**config.mk**
```make
export PLATFORM = sky130hd
export DESIGN_NAME = product_accumulator
export DESIGN_NICKNAME = d
export VERILOG_FILES = /design/src/rtl/product_accumulator.sv
export SDC_FILE = /design/constraint.sdc
export NUM_CORES = 1
export LEC_CHECK = 0
export ABC_AREA = 1
export CORE_MARGIN = 2
export CORE_UTILIZATION = 45
export DETAILED_ROUTE_END_ITERATION = 7
export DONT_BUFFER_PORTS = 1
export SLEW_MARGIN = 25
export SYNTH_ARGS = -nofsm -noshare
export SYNTH_HDL_FRONTEND = slang
export SYNTH_SLANG_ARGS = --single-unit
```
**constraint.sdc**
```tcl
create_clock -name clk -period 2.25 [get_ports clk]
set_input_delay 0.45 -clock clk [delete_from_list [all_inputs] [get_ports clk]]
set_output_delay 0.45 -clock clk [all_outputs]
set_load 0.05 [all_outputs]
```
**src/rtl/product_accumulator.sv**
```systemverilog
// product_accumulator: sums a valid/ready stream of 16-bit products into one
// saturated result per frame, closed by in_last or by reaching MAX_LEN beats.
module product_accumulator #(
    parameter int ACC_W   = 24,
    parameter int MAX_LEN = 256,
    parameter int CNT_W   = 9
) (
    input  logic             clk,
    input  logic             rst_n,
    input  logic             in_valid,
    output logic             in_ready,
    input  logic [15:0]      in_product,
    input  logic             in_last,
    output logic             out_valid,
    input  logic             out_ready,
    output logic [ACC_W-1:0] out_sum,
    output logic [CNT_W-1:0] out_count,
    output logic             out_sat
);

    typedef enum logic {S_ACCUM, S_EMIT} state_t;

    state_t             r_state;
    state_t             w_state_nxt;
    logic               r_live;
    logic [ACC_W-1:0]   r_acc;
    logic [CNT_W-1:0]   r_cnt;
    logic               r_sat;
    logic               w_take;
    logic               w_close;
    logic [ACC_W:0]     w_sum;
    logic [ACC_W-1:0]   w_acc_nxt;
    logic [CNT_W-1:0]   w_cnt_nxt;
    logic               w_sat_nxt;

    // One spare bit catches the carry out; a carry clamps the sum and marks the frame.
    assign w_take    = r_live && (r_state == S_ACCUM) && in_valid;
    assign w_sum     = {1'b0, r_acc} + {{(ACC_W - 15){1'b0}}, in_product};
    assign w_acc_nxt = w_sum[ACC_W] ? '1 : w_sum[ACC_W-1:0];
    assign w_sat_nxt = r_sat | w_sum[ACC_W];
    assign w_cnt_nxt = r_cnt + 1'b1;
    assign w_close   = w_take && (in_last || (w_cnt_nxt == CNT_W'(MAX_LEN)));

    always_ff @(posedge clk or negedge rst_n) begin
        if (!rst_n) r_state <= S_ACCUM;
        else        r_state <= w_state_nxt;
    end

    always_comb begin
        w_state_nxt = (r_state == S_EMIT) ? (out_ready ? S_ACCUM : S_EMIT)
                                          : (w_close ? S_EMIT : S_ACCUM);
    end

    // r_live keeps the input closed until the first edge after reset release.
    always_comb begin
        in_ready  = r_live && (r_state == S_ACCUM);
        out_valid = (r_state == S_EMIT);
    end

    always_ff @(posedge clk or negedge rst_n) begin
        if (!rst_n) begin
            r_live <= 1'b0;
            r_acc  <= '0;
            r_cnt  <= '0;
            r_sat  <= 1'b0;
        end else begin
            r_live <= 1'b1;
            if (w_take) begin
                r_acc <= w_acc_nxt;
                r_cnt <= w_cnt_nxt;
                r_sat <= w_sat_nxt;
            end else if (r_state == S_EMIT && out_ready) begin
                r_acc <= '0;
                r_cnt <= '0;
                r_sat <= 1'b0;
            end
        end
    end

    always_ff @(posedge clk or negedge rst_n) begin
        if (!rst_n) begin
            out_sum   <= '0;
            out_count <= '0;
            out_sat   <= 1'b0;
        end else if (w_close) begin
            out_sum   <= w_acc_nxt;
            out_count <= w_cnt_nxt;
            out_sat   <= w_sat_nxt;
        end
    end

endmodule

```
# After elaboration in Yosys (flattened, before gate mapping)
# Cells that the tools add are included.
dict set report op_classes {
  addsub 2
  eq_ne 1
  muxes 10
  bitwise 2
  n_reduce_logical 6
}
# cell n
set op_table {}
lappend op_table {{two-way mux 24 bit} 3}
lappend op_table {{adder 24 x 16 -> 25 bit} 1}
lappend op_table {{two-way mux 9 bit} 2}
lappend op_table {{adder 9 x 1 -> 9 bit (second input constant)} 1}
lappend op_table {{equality test 9 bit (second input constant)} 1}
lappend op_table {{two-way mux 1 bit} 5}
lappend op_table {{logical AND 1 bit} 4}
lappend op_table {{nonzero test 2 bit} 1}
lappend op_table {{logical OR 1 bit} 1}
lappend op_table {{inverter 1 bit} 1}
lappend op_table {{OR 1 bit} 1}
dict set report word_totals {
  ff_bits 70
  in_bits 21
}

# Logic depth before layout (Yosys ltp)
dict set report depth {
  ltp_word 6
  depth_mapped 13
  depth_no_buf 13
}

# Worst setup path before layout
# Ideal clock, no wire load.
dict set report synth_timing {
  kind {flip-flop to flip-flop}
  from {reg r_state, in the netlist out_valid}
  to {reg r_acc[10]}
  setup_ns 0.117
  arrival_ns 2.426
  required_ns 2.133
  slack_ns -0.294
  path_stages_with_launch 8
  path_buffers 1
  path_cell_list {dfrtp_1 > nor2_1 > nand2_1 > nand2_1 > clkinv_1 > clkbuf_1 > nand2_1 > nand2_1}
}
dict set report synth_via {
  elab_chain_len 4
  word_cells_on_any_way 6
}
# item line
set synth_lines {}
lappend synth_lines {{start, declared} 23} ;# state_t r_state;
lappend synth_lines {{start signal, assigned} 46} ;# else r_state <= w_state_nxt;
lappend synth_lines {{inverter 1 bit (*)} n/a}
lappend synth_lines {{logical AND 1 bit (*)} n/a}
lappend synth_lines {{net in_ready} 11} ;# output logic in_ready,
lappend synth_lines {{logical AND 1 bit (*)} 37} ;# assign w_take = r_live && (r_state == S_ACCUM) && in_valid;
lappend synth_lines {{two-way mux 24 bit / nonzero test 2 bit (equally long branches)} n/a}
lappend synth_lines {{end signal, assigned} 69} ;# r_acc <= w_acc_nxt;
lappend synth_lines {{end, declared} 26} ;# logic [ACC_W-1:0] r_acc;
# The timed path passes the listed nets; every way through them passes the cells marked *.
# A chain may end at the register's enable or synchronous reset.

# Final worst setup path
dict set report layout_timing {
  from {reg r_acc[0]}
  to {reg r_sat}
}
dict set report layout_via {
  elab_chain_len 3
}
# item line
set layout_lines {}
lappend layout_lines {{adder 24 x 16 -> 25 bit} 38} ;# assign w_sum = {1'b0, r_acc} + {{(ACC_W - 15){1'b0}}, in_product};
lappend layout_lines {{OR 1 bit} 40} ;# assign w_sat_nxt = r_sat | w_sum[ACC_W];
lappend layout_lines {{two-way mux 1 bit} 68} ;# if (w_take) begin
lappend layout_lines {{end signal, assigned} 71} ;# r_sat <= w_sat_nxt;
lappend layout_lines {{end, declared} 28} ;# logic r_sat;
# Every way passes these cells.

==> results.yml <==
global_route:
  first_pass_grt_wire_length_mm: 19.8
  grt_antenna_before_repair: 0
  via_count_of_the_first_global_routing_pass: 3960
  grt_max_degree: 71
  globalRouteTotalUtil: 0.232
  grt.overflow.total: 0
place:
  place.port_buffers: 0
  post-place-cells: 807
  dp.final_hpwl_mm: 8.72
  globalplace.congestion: 0.930
layout:
  layout.cells.non_filler: 828
  finalNetCount: 730
  num_antenna_cells: 0
  final_layout_size_suffix_gt1_frac: 0.0719
  final_core_util: 0.512
  sequential_cell_area_sq_um: 1750
  multiInputGateArea_sq_um: 2320
  synthToLayoutAreaGrowth_pct: 11.1
  layout.filler_cells: 1031
timing:
  period_share: 0.917
  maxClockFrequency_mhz: 485
  final_max_slew_viol_count: 0
  slew-limit-headroom: 0.663
  final.setup_skew_ns: 0.0176
  finalSetupViolations: 0
  worstMarginPinSlew_ns: 0.505
  fin_hold_ws_ns: 0.190
  final_period_minus_worst_setup_slack_ns: 2.06
  report.final.hold_viol_count: 0
drt:
  number_of_iterations_in_the_first_detailed_routing_pass: 4
  wl_mm: 12.0
  detailroute.via_count: 4114
  detailedRoute.firstIterationViolations: 224
  ant_nets: 0
  avgViaCountPerCell: 4.97
  routedWlPerCell_microns: 14.5
  route.detailed.drc: 0
die:
  die_y_microns: 104
  design.core.area_sq_um: 9730
  ios: 57
  rows: 36
  initial_utilization: 0.461
  die_x_microns: 104
  die_area_sq_um: 10800
synth:
  synth_fp_nets: 712
  synth_top_flop_cell: "sky130_fd_sc_hd__dfrtp_1"
  synth_edf_count: 0
  synth.ff_latch_count: 70
  synth_async_sr_flop_share: 1.00
  synth_warnings: 0
  synthCells: 672
  synth.yosys.seq_area_share: 0.390
  syn_area_sq_um: 4490
  syn-mean-instance-area_sq_um: 6.68
  netlist_cell_types: 33
outcome:
  run_status: "finished, final reports clean"
worst_setup_path:
  worstSetupEndpointType: "register"
  critPathArrivalTime_ns: 2.34
  critical_path_peak_fanout: 6
  cp_data_required_time_ns: 2.52
  criticalPathCategory: "register to register"
  critical_path.startpoint_type: "register"
flow_run:
  cap_violations: 0
cts:
  cts_root_buf: "sky130_fd_sc_hd__clkbuf_8"
  cts_tree: "yes"
  clkLatencyLatePin_ns: 0.38
  clk_transition_reported_paths_ns: 0.09
  cts.path.max_buffers: 2
  ctsHtreeMaxLevel: 3
  cts_buffers: 9
  cts.sinks: 70
power:
  power_density_nw_per_um2: 1210
  worst_ir_drop_vdd_mv: 0.618
  leakage_nw: 2.87
  fin_total_pwr_w: 0.00602
min_path:
  hold_path.class: "primary input to register"
## per-layer routing
layer | vias up | GRT usage | share of wire
li1 | 2111 | - | -
met1 | 1900 | 0.317 | 0.48
met2 | 85 | 0.362 | 0.45
met3 | 18 | 0.0639 | 0.054
met4 | 0 | 0.0666 | 0.018
met5 | - | 0 | 0
## logic make-up (layout without fill, tap and decap cells)
kind of cell / after synthesis / after routing / synth area share
and+or+nand+nor: 441 / 441 / 0.408
buffers and inverters: 108 / 131 / 0.0979
DFF: 70 / 70 / 0.390
AOI/OAI and AO/OA: 26 / 26 / 0.0329
adders and majority gates: 19 / 19 / 0.0546
xor gates and xnor gates: 7 / 7 / 0.0153
other: 1 / 1 / 0.000836
## metrics by stage
stage / area [sq um] / setup slack, ns / TNS, ns
2_1_floorplan: 4490 / 0.00230 / 0
3_3_place_gp: 4700 / 0.0762 / 0
3_5_place_dp: 4700 / 0.0432 / 0
4_1_cts: 4930 / 0.107 / 0
5_1_grt: 4980 / -0.0177 / -0.101
6_report: 4980 / 0.186 / 0
## synthesized netlist by cell type, types with 3 or more instances
cell                       count  share of area
sky130_fd_sc_hd__ha_1         18          0.050
sky130_fd_sc_hd__o22ai_1       4         0.0056
sky130_fd_sc_hd__inv_1        90          0.075
sky130_fd_sc_hd__clkbuf_1      7         0.0059
sky130_fd_sc_hd__nor2_1       39          0.033
sky130_fd_sc_hd__nand2_1     302           0.25
sky130_fd_sc_hd__buf_6         3         0.0075
sky130_fd_sc_hd__nand4_1       9          0.013
sky130_fd_sc_hd__buf_2         3         0.0033
sky130_fd_sc_hd__xor2_1        6          0.012
sky130_fd_sc_hd__o21ai_0       8         0.0089
sky130_fd_sc_hd__and2_1        3         0.0042
sky130_fd_sc_hd__nand3_1      76          0.085
sky130_fd_sc_hd__a21oi_1       8         0.0089
sky130_fd_sc_hd__dfrtp_1      70           0.39
sky130_fd_sc_hd__nor3_1        4         0.0045
## worst max-delay path, stage by stage, from the launching register on
cell                      delay, ns
sky130_fd_sc_hd__dfrtp_1       0.39
sky130_fd_sc_hd__ha_2          0.19
sky130_fd_sc_hd__fa_1          0.38
sky130_fd_sc_hd__nand2_1       0.11
sky130_fd_sc_hd__nand2_1       0.08
sky130_fd_sc_hd__nand3_1       0.08
sky130_fd_sc_hd__nand2_1       0.07
sky130_fd_sc_hd__nand2_1       0.06
sky130_fd_sc_hd__nand2_1       0.08
sky130_fd_sc_hd__nand2_2       0.12
sky130_fd_sc_hd__buf_6         0.14
sky130_fd_sc_hd__nand2_1       0.07
sky130_fd_sc_hd__a22oi_1       0.13
sky130_fd_sc_hd__inv_1         0.06
## sequential cells by signal, summed over array words and instances (netlist names)
name and cells:
out_count 9, out_valid 1, r_sat 1, out_sat 1, r_live 1, r_cnt 9, r_acc 24, out_sum 24
## where the power goes
group,total [W],switching [W],internal (W)
Combinational,0.00233,0.00149,0.000846
Clock,0.00103,0.000522,0.000510
Sequential,0.00266,0.00103,0.00162
## cell type report
class	count	share of cell area
clock inverters	6	0.0126
multi-input cells	494	0.466
clock buffers	10	0.0256
repair buffers	23	0.0422
well taps	133	0.0334
flip-flops and latches	70	0.351
inverters	92	0.0693
## path summary, 6_finish.rpt
kind / startpoint / endpoint / slack, ns / cells past startpoint
worst max register to register: r_acc[0] / r_sat / 0.19 / 13
worst min register to register: r_acc[13] / r_acc[13] / 0.49 / 2
worst min-delay path: out_ready / out_valid / 0.19 / 1
worst max-delay path: r_acc[0] / r_sat / 0.19 / 13
min in group asynchronous: rst_n / r_acc[10] / 0.64 / 2
max in group asynchronous: rst_n / out_sum[22] / 1.29 / 2
## layout by cell type (no fill, tap or decap), types with 3 or more instances in the layout
master / n
sky130_fd_sc_hd__o21ai_1: 4
sky130_fd_sc_hd__o22ai_1: 4
sky130_fd_sc_hd__buf_4: 18
sky130_fd_sc_hd__a21oi_1: 8
sky130_fd_sc_hd__clkbuf_8: 9
sky130_fd_sc_hd__dfrtp_1: 70
sky130_fd_sc_hd__ha_1: 17
sky130_fd_sc_hd__xor2_1: 6
sky130_fd_sc_hd__nand3_1: 75
sky130_fd_sc_hd__nand2_1: 300
sky130_fd_sc_hd__clkinv_2: 3
sky130_fd_sc_hd__and2_1: 3
sky130_fd_sc_hd__inv_1: 90
sky130_fd_sc_hd__nor2_1: 38
sky130_fd_sc_hd__nand4_1: 9
sky130_fd_sc_hd__nor3_1: 4
sky130_fd_sc_hd__o21ai_0: 6
## timing repair
| item | 4_1_cts | 5_1_grt |
|---|---|---|
| hold endpoints to repair | 70 | 0 |
| setup endpoints to repair | 0 | 49 |
| setup buffers | 0 | 2 |
| gates resized for setup | 0 | 13 |
| hold buffers | 2 | 0 |
Note: power is estimated with default switching activity, not from simulation.
